`config.mk`:
```
export PLATFORM = sky130hd
export DESIGN_NAME = spi_sample_capture
export DESIGN_NICKNAME = d
export VERILOG_FILES = /design/src/rtl/spi_sample_capture.sv
export SDC_FILE = /design/constraint.sdc
export NUM_CORES = 1
export LEC_CHECK = 0
export CAP_MARGIN = 10
export CELL_PAD_IN_SITES_DETAIL_PLACEMENT = 1
export CELL_PAD_IN_SITES_GLOBAL_PLACEMENT = 1
export CORE_MARGIN = 3
export CORE_UTILIZATION = 40
export DETAILED_ROUTE_END_ITERATION = 8
export PLACE_DENSITY = 0.72
export SETUP_SLACK_MARGIN = 0.2
export SYNTH_ARGS = -nofsm -noshare
export SYNTH_HDL_FRONTEND = slang
export SYNTH_SLANG_ARGS = --single-unit
```
`constraint.sdc`:
```
create_clock -name clk -period 2.4 [get_ports clk]
set_input_delay 0.6 -clock clk [delete_from_list [all_inputs] [get_ports clk]]
set_output_delay 0.6 -clock clk [all_outputs]
set_load 0.005 [all_outputs]
```
`src/rtl/spi_sample_capture.sv`:
```
// spi_sample_capture
//   SPI mode-0 master that reads one WIDTH-bit word from an external ADC every
//   SAMPLE_PERIOD clock cycles and writes it into the downstream sample FIFO.
//   Words that arrive while the FIFO reports full are dropped. A saturating
//   counter records how many were dropped.
//
// Ports
//   clk          in   system clock, rising edge
//   rst          in   asynchronous active-high reset
//   enable       in   1 = run periodic sampling
//   miso         in   ADC serial data
//   sclk         out  SPI clock, idle low
//   cs_n         out  ADC chip select, active low
//   fifo_wr_en   out  one-cycle FIFO write strobe
//   fifo_din     out  sample word, valid while fifo_wr_en=1, held otherwise
//   fifo_full    in   FIFO full flag
//   busy         out  1 from frame start through the PUSH cycle
//   overflow_cnt out  saturating count of dropped samples
module spi_sample_capture #(
  parameter int WIDTH         = 16,
  parameter int CLK_DIV       = 4,
  parameter int SAMPLE_PERIOD = 1000,
  parameter int OVF_W         = 16
) (
  input  logic             clk,
  input  logic             rst,
  input  logic             enable,
  input  logic             miso,
  output logic             sclk,
  output logic             cs_n,
  output logic             fifo_wr_en,
  output logic [WIDTH-1:0] fifo_din,
  input  logic             fifo_full,
  output logic             busy,
  output logic [OVF_W-1:0] overflow_cnt
);

  localparam int TW = $clog2(SAMPLE_PERIOD + 1);
  localparam int DW = (CLK_DIV > 1) ? $clog2(2 * CLK_DIV) : 1;
  localparam int BW = (WIDTH > 1) ? $clog2(WIDTH) : 1;

  localparam logic [TW-1:0] TIMER_LAST = TW'(SAMPLE_PERIOD - 1);
  localparam logic [DW-1:0] HALF_LAST  = DW'(CLK_DIV - 1);
  localparam logic [DW-1:0] FULL_LAST  = DW'(2 * CLK_DIV - 1);
  localparam logic [BW-1:0] BIT_LAST   = BW'(WIDTH - 1);

  typedef enum logic [1:0] {IDLE, SETUP, SHIFT, PUSH} state_t;

  state_t           state;
  logic [TW-1:0]    timer;
  logic [DW-1:0]    div_cnt;
  logic [BW-1:0]    bit_cnt;
  logic [WIDTH-1:0] shift_reg;
  logic             timer_tc;

  // Saturating increment: once all-ones the count sticks.
  function automatic logic [OVF_W-1:0] sat_inc(input logic [OVF_W-1:0] v);
    return (&v) ? v : v + 1'b1;
  endfunction

  // Shift one bit in at the LSB end; the word arrives MSB first.
  function automatic logic [WIDTH-1:0] shift_in(input logic [WIDTH-1:0] v,
                                                input logic b);
    return WIDTH'({v, b});
  endfunction

  assign timer_tc = (timer == TIMER_LAST);

  // Period timer: free-runs while enabled, parked at 0 otherwise so that a
  // rising enable always waits a full period before the first frame.
  always_ff @(posedge clk or posedge rst) begin
    if (rst) begin
      timer <= '0;
    end else if (!enable || timer_tc) begin
      timer <= '0;
    end else begin
      timer <= timer + 1'b1;
    end
  end

  // Frame FSM. div_cnt times SCLK half-periods; in SHIFT it spans a whole bit
  // period (high half then low half), so the rising edge and the sample of
  // miso both happen on the edge that restarts it.
  always_ff @(posedge clk or posedge rst) begin
    if (rst) begin
      state        <= IDLE;
      sclk         <= 1'b0;
      cs_n         <= 1'b1;
      fifo_wr_en   <= 1'b0;
      fifo_din     <= '0;
      busy         <= 1'b0;
      overflow_cnt <= '0;
      div_cnt      <= '0;
      bit_cnt      <= '0;
      shift_reg    <= '0;
    end else begin
      case (state)
        IDLE: begin
          fifo_wr_en <= 1'b0;
          // A terminal count outside IDLE is simply lost; only IDLE listens.
          if (enable && timer_tc) begin
            state   <= SETUP;
            cs_n    <= 1'b0;
            busy    <= 1'b1;
            div_cnt <= '0;
          end
        end

        SETUP: begin
          if (div_cnt == HALF_LAST) begin
            state     <= SHIFT;
            sclk      <= 1'b1;
            shift_reg <= shift_in(shift_reg, miso);
            div_cnt   <= '0;
            bit_cnt   <= '0;
          end else begin
            div_cnt <= div_cnt + 1'b1;
          end
        end

        SHIFT: begin
          if (div_cnt == HALF_LAST) begin
            sclk <= 1'b0;
          end
          if (div_cnt == FULL_LAST) begin
            if (bit_cnt == BIT_LAST) begin
              // Last low half-period is over: it served as CS hold time.
              state <= PUSH;
              cs_n  <= 1'b1;
              if (!fifo_full) begin
                fifo_wr_en <= 1'b1;
                fifo_din   <= shift_reg;
              end else begin
                overflow_cnt <= sat_inc(overflow_cnt);
              end
            end else begin
              sclk      <= 1'b1;
              shift_reg <= shift_in(shift_reg, miso);
              bit_cnt   <= bit_cnt + 1'b1;
              div_cnt   <= '0;
            end
          end else begin
            div_cnt <= div_cnt + 1'b1;
          end
        end

        PUSH: begin
          fifo_wr_en <= 1'b0;
          busy       <= 1'b0;
          state      <= IDLE;
        end

        default: begin
          state      <= IDLE;
          sclk       <= 1'b0;
          cs_n       <= 1'b1;
          fifo_wr_en <= 1'b0;
          busy       <= 1'b0;
        end
      endcase
    end
  end

endmodule
```
# After elaboration in Yosys (flattened, before gate mapping)
# Cells that the tools add are included.
# totals
ff_bits	71
in_bits	5
wordCells	85
# op_classes
n_addsub	4
eq_ne	14
mux	34
bitwise_logic	2
reduce_logical	20
# op_table
cell	count
$mux W16	3
$pmux W16 S2	1
$reduce_and A4 Y1	5
$add A16 B1 Y16 const B	1
$reduce_and A16 Y1	1
$mux W3	4
$mux W4	3
$ne A2 B2 Y1 const B	6
$mux W1	11
$add A10 B1 Y10 const B	1
$eq A10 B10 Y1 const B	1
$mux W10	1
$pmux W3 S3	1
$mux W2	4
$pmux W1 S2	4
$pmux W2 S4	1
$pmux W4 S2	1
$reduce_bool A2 Y1	4
$reduce_and A5 Y1	1
$add A4 B1 Y4 const B	1
$eq A2 B2 Y1 const B	2
$eq A4 B4 Y1 const B	1
$reduce_and A2 Y1	2
$add A3 B1 Y3 const B	1
12 further kinds	13

# Longest topological paths before layout
# Gate-level depths: netlist (run 1).
# logic_depth
ltp_word	5
mapped_depth	8
depth_no_buf	7

# Worst setup path after synthesis (run 1)
# Ideal clock, no wire load.
# synth_timing
path_type	register to register
from	reg div_cnt[0]
to	reg shift_reg[0]
setup_ns	0.125
t_arrival_ns	1.968
setup_slack_ns	0.307
stages_incl_launch_ff	9
n_path_buf	2
period_less_slack_ns	2.093
cell_sequence	dfrtp_1 ha_1 ha_1 or2b_2 o211ai_2 or2_1 buf_6 buf_12 mux2_4
# synth_via
elab_chain_cells	3
word_cells_on_any_way	5
# synth_rtl
element	line_no	source
start: declaration	51	logic [DW-1:0] div_cnt;
start signal: assignment	117	div_cnt <= div_cnt + 1'b1;
start signal: assignment	143	div_cnt <= div_cnt + 1'b1;
$eq A3 B3 Y1 or $eq A3 B2 Y1 (tied branches)	125, 110	
$ne A2 B2 Y1 (no source line)	--	
$reduce_and A4 Y1 (no source line) *	--	
end signal: assignment	113	shift_reg <= shift_in(shift_reg, miso);
end signal: assignment	138	shift_reg <= shift_in(shift_reg, miso);
end: declaration	53	logic [WIDTH-1:0] shift_reg;
# Mark *: on every way between the ends. The rest lies on a longest branch, timed or not.
# A chain may end at the register's enable or synchronous reset.

# Final worst setup path (run 1)
# layout_timing
from	reg div_cnt[0]
to	reg shift_reg[7]
# Same word-level chain as after synthesis.

==> results of run 1 <==
layout make-up:
| type | count | area, µm² | area share |
|---|---|---|---|
| Multi-Input combinational cell | 185 | 1506 | 0.3602 |
| Timing Repair Buffer | 53 | 523.0 | 0.1250 |
| Inverter | 10 | 41.29 | 0.009871 |
| Tap cell | 102 | 127.6 | 0.03051 |
| Clock buffer | 10 | 137.6 | 0.03290 |
| Sequential cell | 71 | 1778 | 0.4251 |
| Clock inverter | 6 | 68.82 | 0.01645 |
path summary, 6_finish.rpt:
check                                  startpoint                          end
setup / recovery           div_cnt[0]$_DFFE_PP0P_     shift_reg[7]$_DFFE_PP0P_
hold / removal                 timer[0]$_DFF_PP0_           timer[0]$_DFF_PP0_
setup reg to reg           div_cnt[0]$_DFFE_PP0P_     shift_reg[7]$_DFFE_PP0P_
hold reg to reg                timer[0]$_DFF_PP0_           timer[0]$_DFF_PP0_
max in group asynchronous                     rst  overflow_cnt[2]$_DFFE_PP0P_
min in group asynchronous                     rst             sclk$_DFFE_PP0P_
critical path, delay by kind of cell, from the launching register on:
| kind | cells | cell delay (ps) |
|---|---|---|
| adders and majority gates | 2 | 450 |
| DFF | 1 | 410 |
| muxes | 1 | 360 |
| AOI/OAI and AO/OA | 1 | 90 |
| buffers and inverters | 1 | 160 |
| and+or+nand+nor | 2 | 500 |
per-stage QoR:
| step | power, µW | hold WS, ps | setup WS, ps | instances |
|---|---|---|---|---|
| 2_1_floorplan | 1254 | 432.9 | 307.2 | 272 |
| 3_3_place_gp | 1280 | 447.1 | 102.5 | 421 |
| 3_5_place_dp | 1282 | 452.4 | 28.62 | 421 |
| 4_1_cts | 2272 | 463.6 | 260.5 | 437 |
| 5_1_grt | 2338 | 490.5 | 218.8 | 437 |
| 6_report | 2234 | 461.7 | 306.9 | 437 |
Yosys cell counts (all sizes together), types with 5 or more instances:
| library cell | instances | share of area |
|---|---|---|
| nand2 | 18 | 0.020 |
| inv | 10 | 0.011 |
| ha | 12 | 0.045 |
| and4 | 6 | 0.016 |
| buf | 6 | 0.018 |
| xnor2 | 13 | 0.034 |
| o21ai | 9 | 0.013 |
| xor2 | 5 | 0.013 |
| nand3 | 13 | 0.021 |
| dfrtp | 70 | 0.52 |
| nand4 | 7 | 0.013 |
| nor3 | 7 | 0.013 |
| nor2 | 14 | 0.016 |
| mux2 | 37 | 0.13 |
kinds of logic (layout without fill, tap and decap cells):
kind of cell,after synthesis,in the layout,share of synthesized area
AND/OR/NAND/NOR,82,82,0.1370
XOR/XNOR,18,18,0.04677
adder cells (fa/ha/maj),12,12,0.04454
buffers and inverters,16,79,0.02896
AO/OA/AOI/OAI,33,33,0.07165
flip-flops,71,71,0.5275
multiplexers,40,40,0.1437
what timing repair did:
item | in CTS | in global routing
setup buffers | 0 | 0
endpoints found under the setup margin | 0 | 6
endpoints found under the hold margin | 0 | 0
resized for setup | 0 | 3
power by group:
part	internal, µW	switching (µW)
logic	16.5	34.9
registers	1200	4.10
clock network	513	464
per-layer routing:
layer	up-vias	track usage	wire length, µm
li1	1094	-	-
met1	1148	0.2273	3608
met2	35	0.2731	3622
met3	11	0.05286	264
met4	0	0.05005	121
met5	-	0	0
placed cells by master, fill, tap and decap left out, types with 2 or more instances in the layout:
cell,instances
nor3_1,5
nand3_1,12
o31ai_1,4
o21ai_0,9
clkbuf_8,10
nand2_1,18
a21oi_1,4
mux2i_1,3
buf_12,2
xnor2_1,13
o22a_1,2
mux2_2,27
ha_1,12
mux2_4,10
inv_1,9
dfrtp_1,70
clkinvlp_4,2
and3_1,3
and4_1,5
clkdlybuf4s50_1,40
buf_4,11
a22o_1,2
and2_1,4
nand4_1,7
nor2_1,14
xor2_1,5
clkinv_4,2
==> metrics.cfg, run 1 <==
[run_status]
status=completed

[setup_path]
crit_type=reg -> reg
worstPathMaxFanout=17
path_common_cell=ha_1
required_ps=2620
cp_slowest_cell=dfrtp_1
startpoint_type=flip-flop
ff2ff_path_depth=7
cp-end-kind=flip-flop
cp.arrival_ps=2320
r2r_setup_slack_ps=310
slowest_delay_ps=410
crit_chain=ha_1, ha_1, or2b_2, o211ai_2, or2_4, buf_12, mux2_2

[routing]
drt_iter0_markers=40
final_antenna_net_count=0
wl_per_cell_um=17.43
dr.pass1.iters=4
drc=0
vias=2288
viasPerCell=5.236
wl_mm=7.617

[die]
num_rows=32
dieArea_mm2=0.009564
ioPinCount=41
initial_core_util=0.4231
fp.dieW_um=97.80
coreArea_mm2=0.007968
fp.dieH_um=97.80

[sta]
fin_worst_skew_ps=6.168
max_freq_mhz=477.8
finalSetupTns_ps=0
hold_viol=0
setup_violations=0
slew_viol_final=0
rsz0062_at_grt=no
slew_headroom=0.7067
worst_pin_slew_ps=439.0
min_period_ps=2093
fin_crit_sh=0.8721

[synthesis]
ys_warn_count=0
avgSynthCellArea_um2=12.39
synth_seq_area_share=0.5275
syn_area_mm2=0.003371
synth_cells=272
synth_flop_cell=dfrtp_1
synth_cell_types=50
ys_seq_elements=71
synth-async-reset-ratio=1.000
synth_edf_count=0
postSynthNetCount=289

[grt]
antenna_found_initial=0
grt_max_degree=23
grt-ovfl-total=0
grt_pass1_vias=2527
grt_pass1_wl_mm=13.21
grtUsageTotal=0.1716

[power]
ir_drop_uv=283.7
powerDensity_mw_per_mm2=534.0
p_leak_uw=0.001942

[worst_hold_path]
min_path_type=reg -> reg
hold_path_depth=1

[final_layout]
diodes=0
fillCellCount=834
drive_gt1_frac=0.2358
nets=347
fin_util=0.5250
area_growth_pct=24.09
stdcell_area_mm2=0.004183

[flow_run]
cap_violations=0

[clock_network]
cts_hold_buffers=0
insertion_delay_ps=340
path_clk_slew_ps=80
cts_buffer_depth=2
cts.sinks=71
htreeDepth=3
cts_tree=built
cts_root_buf=clkbuf_8
numCtsBuffers=9

[placement]
io_buffers=40
hpwlAfterDp_mm=5.366
placed_area_mm2=0.003965
gp_congestion=0.7533

No activity file was read; power rests on OpenSTA's default activity.
==> run 2, diff against run 1 <==
CORE_ASPECT_RATIO = 0.5   (was default)
GPL_ROUTABILITY_DRIVEN = 0   (was default)
==> run 2 against run 1 <==
  * Clock-buffer cell count increased by 3
  * Utilization increased by 2.4 points
  * Power increased by 10%
  * Global-route usage decreased by 0.80 points
  * Wire length decreased by 5.1%
  * Critical endpoint is now shift_reg[2]$_DFFE_PP0P_
  * Largest cell class unchanged
==> metrics.cfg, run 2 (synthesized netlist as in run 1, its figures left out) <==
[die]
coreArea_mm2=0.007735  ; was 0.007968 mm²
fp.dieH_um=70.91  ; was 97.80 µm
ioPinCount=41  ; unchanged
fp.dieW_um=135.8  ; was 97.80 µm
initial_core_util=0.4358  ; was 0.4231
num_rows=22  ; was 32
dieArea_mm2=0.009631  ; was 0.009564 mm²

[sta]
min_period_ps=2117  ; was 2093 ps
worst_pin_slew_ps=526.8  ; was 439.0 ps
setup_violations=0  ; unchanged
fin_crit_sh=0.8822  ; was 0.8721
fin_worst_skew_ps=2.634  ; was 6.168 ps
finalSetupTns_ps=0  ; unchanged
slew_viol_final=0  ; unchanged
max_freq_mhz=472.3  ; was 477.8 MHz
hold_viol=0  ; unchanged
rsz0062_at_grt=no  ; unchanged
slew_headroom=0.6458  ; was 0.7067

[final_layout]
multi_input_area_mm2=0.001520  ; was 0.001506 mm²
fillCellCount=804  ; was 834
nets=343  ; was 347
ff_latch_area_mm2=0.001778  ; unchanged
drive_gt1_frac=0.2188  ; was 0.2358
stdcell_area_mm2=0.004245  ; was 0.004183 mm²
area_growth_pct=25.95  ; was 24.09%
final_common_cell=dfrtp_1  ; unchanged
diodes=0  ; unchanged
final_cell_mix=70 x dfrtp_1, 40 x clkdlybuf4s50_1, 27 x mux2_2, 18 x nand2_1, 14 x nor2_1  ; unchanged

[setup_path]
startpoint_type=flip-flop  ; unchanged
slowest_delay_ps=390  ; was 410 ps
ff2ff_path_depth=7  ; unchanged
required_ps=2610  ; was 2620 ps
cp-end-kind=flip-flop  ; unchanged
path_common_cell=ha_1  ; unchanged
path_buf_inv=1  ; unchanged
cp.arrival_ps=2330  ; was 2320 ps
cp_top_family=simple AND/OR/NAND/NOR gates  ; unchanged
r2r_end=shift_reg[2]$_DFFE_PP0P_  ; was shift_reg[7]$_DFFE_PP0P_
r2r_setup_slack_ps=280  ; was 310 ps
cp.depth=7  ; unchanged
crit_chain=ha_1, ha_1, or2b_2, o211ai_4, or2_4, buf_12, mux2_2  ; was ha_1, ha_1, or2b_2, o211ai_2, or2_4, buf_12, mux2_2
crit_end=shift_reg[2]$_DFFE_PP0P_  ; was shift_reg[7]$_DFFE_PP0P_
crit_type=reg -> reg  ; unchanged
cp_slowest_cell=dfrtp_1  ; unchanged
critPathLaunch=div_cnt[0]$_DFFE_PP0P_  ; unchanged
worstPathMaxFanout=17  ; unchanged
r2r_start=div_cnt[0]$_DFFE_PP0P_  ; unchanged

[run_status]
status=completed  ; unchanged

[clock_network]
cts_buffer_depth=2  ; unchanged
cts_tree=built  ; unchanged
insertion_delay_ps=330  ; was 340 ps
cts_setup_buffers=0  ; unchanged
cts_root_buf=clkbuf_16  ; was clkbuf_8
path_clk_slew_ps=50  ; was 80 ps
cts_hold_buffers=0  ; unchanged
cts.sinks=71  ; unchanged
numCtsBuffers=9  ; unchanged
htreeDepth=3  ; unchanged

[grt]
grt_pass1_wl_mm=12.28  ; was 13.21 mm
antenna_found_initial=0  ; unchanged
grt_max_degree=72  ; was 23
grtUsageTotal=0.1637  ; was 0.1716
grt_pass1_vias=2439  ; was 2527
grt-ovfl-total=0  ; unchanged

[power]
p_leak_uw=0.001943  ; was 0.001942 µW
switchingPower_uw=503.1  ; was 503.4 µW
p_int_uw=1963  ; was 1730 µW
combinationalPowerShare=0.021  ; was 0.023
p_clk_frac=0.490  ; was 0.438
ir_drop_uv=366.9  ; was 283.7 µV
swShare=0.2040  ; was 0.2254
powerDensity_mw_per_mm2=580.9  ; was 534.0 mW/mm²
seq_power_share=0.490  ; was 0.539

[worst_hold_path]
min_path_type=reg -> reg  ; unchanged

[routing]
dr.pass1.iters=4  ; unchanged
final_antenna_net_count=0  ; unchanged
wl_per_cell_um=16.54  ; was 17.43 µm
drc=0  ; unchanged
drt_iter0_markers=80  ; was 40
vias=2315  ; was 2288
wl_mm=7.229  ; was 7.617 mm
viasPerCell=5.297  ; was 5.236

[placement]
placed_area_mm2=0.003955  ; was 0.003965 mm²
hpwlAfterDp_mm=4.906  ; was 5.366 mm
io_buffers=40  ; unchanged

[flow_run]
cap_violations=0  ; unchanged

## run 2: layout make-up
cell class                 instances  share of cell area
sequential                        71              0.4188
multi-input combinational        185              0.3581
timing repair buffer              49              0.1191
clock buffer                      13             0.06130
tap                              108             0.03183
inverter                          10            0.009726
clock inverter                     1            0.001179
## run 2: through the flow
stage	hold slack, ps	worst slack, ps	cells	utilization	total power [µW]
final	468.0	282.7	437	0.5489	2466
after detailed placement	461.4	16.48	423	0.5113	1280
after floorplan	432.9	307.2	272	-	1254
after global routing	496.7	207.3	437	0.5489	2576
after CTS	468.6	202.1	437	0.5456	2515
after global placement	448.4	51.24	423	0.5113	1278
## run 2: power by group through the flow
stage,Sequential (µW),Combinational [µW],Clock [µW]
5_1_grt,1210,58.0,1310
2_1_floorplan,1230,27.3,0
3_5_place_dp,1230,52.7,0
3_3_place_gp,1230,50.4,0
6_report,1210,50.7,1210
4_1_cts,1210,52.9,1260
## run 2: worst min-delay path by stage
stage | startpoint | endpoint | slack (ps) | cells past startpoint
6_report | timer[0]$_DFF_PP0_ | timer[0]$_DFF_PP0_ | 470 | 1
5_1_grt | timer[0]$_DFF_PP0_ | timer[0]$_DFF_PP0_ | 500 | 1
4_1_cts | timer[0]$_DFF_PP0_ | timer[0]$_DFF_PP0_ | 470 | 1
3_5_place_dp | timer[0]$_DFF_PP0_ | timer[0]$_DFF_PP0_ | 460 | 1
3_3_place_gp | timer[0]$_DFF_PP0_ | timer[0]$_DFF_PP0_ | 450 | 1
2_1_floorplan | timer[0]$_DFF_PP0_ | timer[0]$_DFF_PP0_ | 430 | 1
## run 2: layer usage
layer  vias to the layer above  track usage  wire, µm
met5                         -            0         0
met4                         0      0.05475       101
met3                        12      0.06037       273
met2                        43       0.2577      3360
met1                      1174       0.2107      3493
li1                       1086            -         -
## run 2: repair_timing
action	CTS	global route
endpoints found under the hold margin	0	0
resized for setup	0	5
setup endpoints to repair	0	20
==> run 3, diff against run 2 <==
CORE_UTILIZATION = 35   (was 40)
PLACE_DENSITY = 0.64   (was 0.72)
TNS_END_PERCENT = 100   (was default)
==> run 3 against run 2 <==
  * Largest cell class unchanged
  * Non-clock buffer count rose by 5
  * Clock power rose by 9.9%
  * Wire length rose by 3.8%
  * Worst setup slack improved by 25 ps
  * Global-route usage fell by 1.5 points
  * Hold slack got worse by 6.2 ps
  * Cell count rose by 6.4%
  * Utilization fell by 6.8 points
  * Design area rose by 2.3%
  * Highest routed layer unchanged
  * Register-to-register slack improved by 30 ps
  * Sequential cell count did not move
==> metrics.cfg, run 3 (synthesized netlist as in run 1, its figures left out) <==
[setup_path]
cp-end-kind=flip-flop  ; unchanged
r2r_setup_slack_ps=310  ; was 280 ps
required_ps=2610  ; about the same
cp.arrival_ps=2300  ; was 2330 ps
startpoint_type=flip-flop  ; unchanged
ff2ff_path_depth=7  ; unchanged
crit_type=reg -> reg  ; unchanged
worstPathMaxFanout=9  ; was 17
r2r_start=div_cnt[0]$_DFFE_PP0P_  ; unchanged
r2r_end=shift_reg[3]$_DFFE_PP0P_  ; was shift_reg[2]$_DFFE_PP0P_

[worst_hold_path]
min_path_type=reg -> reg  ; unchanged
min_to=timer[0]$_DFF_PP0_  ; unchanged
hold_path_depth=1  ; unchanged
hold_start=timer[0]$_DFF_PP0_  ; unchanged

[clock_network]
cts_buffer_depth=2  ; unchanged
htreeDepth=3  ; unchanged
insertion_delay_ps=330  ; about the same
cts.sinks=71  ; unchanged
cts_root_buf=clkbuf_16  ; unchanged
cts_hold_buffers=0  ; unchanged
cts_tree=built  ; unchanged
numCtsBuffers=9  ; unchanged
path_clk_slew_ps=50  ; about the same

[grt]
antenna_found_initial=0  ; unchanged
grt_max_degree=39  ; was 72
grtUsageTotal=0.1491  ; was 0.1637
grt_pass1_wl_mm=12.66  ; was 12.28 mm
grt-ovfl-total=0  ; unchanged
grt_pass1_vias=2478  ; was 2439

[final_layout]
fillCellCount=964  ; was 804
stdcell_area_mm2=0.004344  ; was 0.004245 mm²
final_common_cell=dfrtp_1  ; unchanged
area_growth_pct=28.88  ; was 25.95%
final_cell_mix=70 x dfrtp_1, 40 x clkdlybuf4s50_1, 27 x mux2_2, 18 x nand2_1, 14 x nor2_1  ; unchanged
nets=348  ; was 343
diodes=0  ; unchanged
drive_gt1_frac=0.2388  ; was 0.2188

[routing]
vias=2336  ; was 2315
dr.pass1.iters=4  ; unchanged
drc=0  ; unchanged
wl_mm=7.502  ; was 7.229 mm
drt_iter0_markers=75  ; was 80
wl_per_cell_um=16.13  ; was 16.54 µm
final_antenna_net_count=0  ; unchanged
viasPerCell=5.024  ; was 5.297

[power]
ir_drop_uv=434.0  ; was 366.9 µV
powerDensity_mw_per_mm2=595.3  ; was 580.9 mW/mm²
p_leak_uw=0.002008  ; was 0.001943 µW
totalPowerFinal_uw=2586  ; was 2466 µW

[sta]
slew_viol_final=0  ; unchanged
worst_pin_slew_ps=508.4  ; was 526.8 ps
hold_viol=0  ; unchanged
max_freq_mhz=478.0  ; was 472.3 MHz
setup_violations=0  ; unchanged
finalSetupTns_ps=0  ; unchanged
worst_slack_ps=307.9  ; was 282.7 ps
fin_worst_skew_ps=4.607  ; was 2.634 ps
min_period_ps=2092  ; was 2117 ps
rsz0062_at_grt=yes  ; was no
holdWs_ps=461.8  ; was 468.0 ps
fin_crit_sh=0.8717  ; was 0.8822
slew_headroom=0.6611  ; was 0.6458

[die]
num_rows=24  ; was 22
ioPinCount=41  ; unchanged
fp.dieW_um=144.8  ; was 135.8 µm
coreArea_mm2=0.009039  ; was 0.007735 mm²
fp.dieH_um=75.40  ; was 70.91 µm
initial_core_util=0.3729  ; was 0.4358
dieArea_mm2=0.01092  ; was 0.009631 mm²

[placement]
placed_area_mm2=0.003978  ; was 0.003955 mm²
io_buffers=40  ; unchanged
place_ws_ps=11.37  ; was 16.48 ps
hpwlAfterDp_mm=5.163  ; was 4.906 mm

[flow_run]
cap_violations=0  ; unchanged

[run_status]
status=completed  ; unchanged

==> run 3: cell count changes in the layout (fill, tap and decap cells not counted) <==
| cell | previous run | this run |
|---|---|---|
| buf_4 | 6 | 11 |
| bufinv_16 | 0 | 1 |
| ha_2 | 0 | 1 |
| ha_4 | 1 | 0 |
| clkbuf_16 | 9 | 10 |
| clkbuf_1 | 2 | 0 |
| buf_12 | 3 | 2 |
| nor3_4 | 0 | 1 |
| nor3_2 | 2 | 1 |
| clkinv_2 | 1 | 3 |
==> run 3: cell type report <==
type,count,area (µm²),share of cell area
sequential,71,1778,0.4093
clock inverter,4,45.04,0.01037
timing repair buffer,54,548.0,0.1262
tap,130,162.7,0.03744
inverter,10,41.29,0.009505
multi-input combinational,185,1516,0.3491
clock buffer,11,252.7,0.05818
==> run 3: how the worst max path moves through the flow <==
| stage | from | end |
|---|---|---|
| final | div_cnt[0]$_DFFE_PP0P_ | shift_reg[3]$_DFFE_PP0P_ |
| after global placement | enable | div_cnt[0]$_DFFE_PP0P_ |
| after global routing | div_cnt[1]$_DFFE_PP0P_ | overflow_cnt[1]$_DFFE_PP0P_ |
| after floorplan | div_cnt[0]$_DFFE_PP0P_ | shift_reg[0]$_DFFE_PP0P_ |
| after detailed placement | enable | state[1]$_DFFE_PP0P_ |
| after CTS | div_cnt[0]$_DFFE_PP0P_ | shift_reg[3]$_DFFE_PP0P_ |
==> run 3: report_power, final <==
| group | leakage, µW | internal (µW) | total, µW | switching [µW] |
|---|---|---|---|---|
| clock network | 0.000151 | 849 | 1330 | 482 |
| logic | 0.000889 | 15.5 | 48.4 | 33.0 |
| registers | 0.000968 | 1200 | 1210 | 4.14 |
| total | 0.00201 | 2070 | 2590 | 519 |
==> run 3: through the flow <==
step / util / cells
after floorplan: - / 272
after global placement: 0.4401 / 446
after detailed placement: 0.4401 / 446
after CTS: 0.4733 / 461
after global routing: 0.4806 / 465
final: 0.4806 / 465
==> run 3: metal layers <==
| metal | up-vias | GRT usage | share of wire |
|---|---|---|---|
| li1 | 1096 | - | - |
| met1 | 1193 | 0.1949 | 0.48 |
| met5 | - | 0 | 0 |
| met2 | 36 | 0.2459 | 0.47 |
| met3 | 11 | 0.04451 | 0.034 |
| met4 | 0 | 0.04033 | 0.013 |
==> run 3: worst max-delay path, cell delays in order (launching register included) <==
cell and delay, ps:
dfrtp_1 390, ha_1 240, ha_1 210, or2b_2 340, o211ai_4 120, or2_4 200, buf_12 130, mux2_2 340
==> run 3: timing repair <==
action | CTS | global route
setup endpoints to repair | 3 | 20
resized for setup | 1 | 4
cloned | 0 | 1
pin swaps | 0 | 2
buffers inserted | 0 | 3
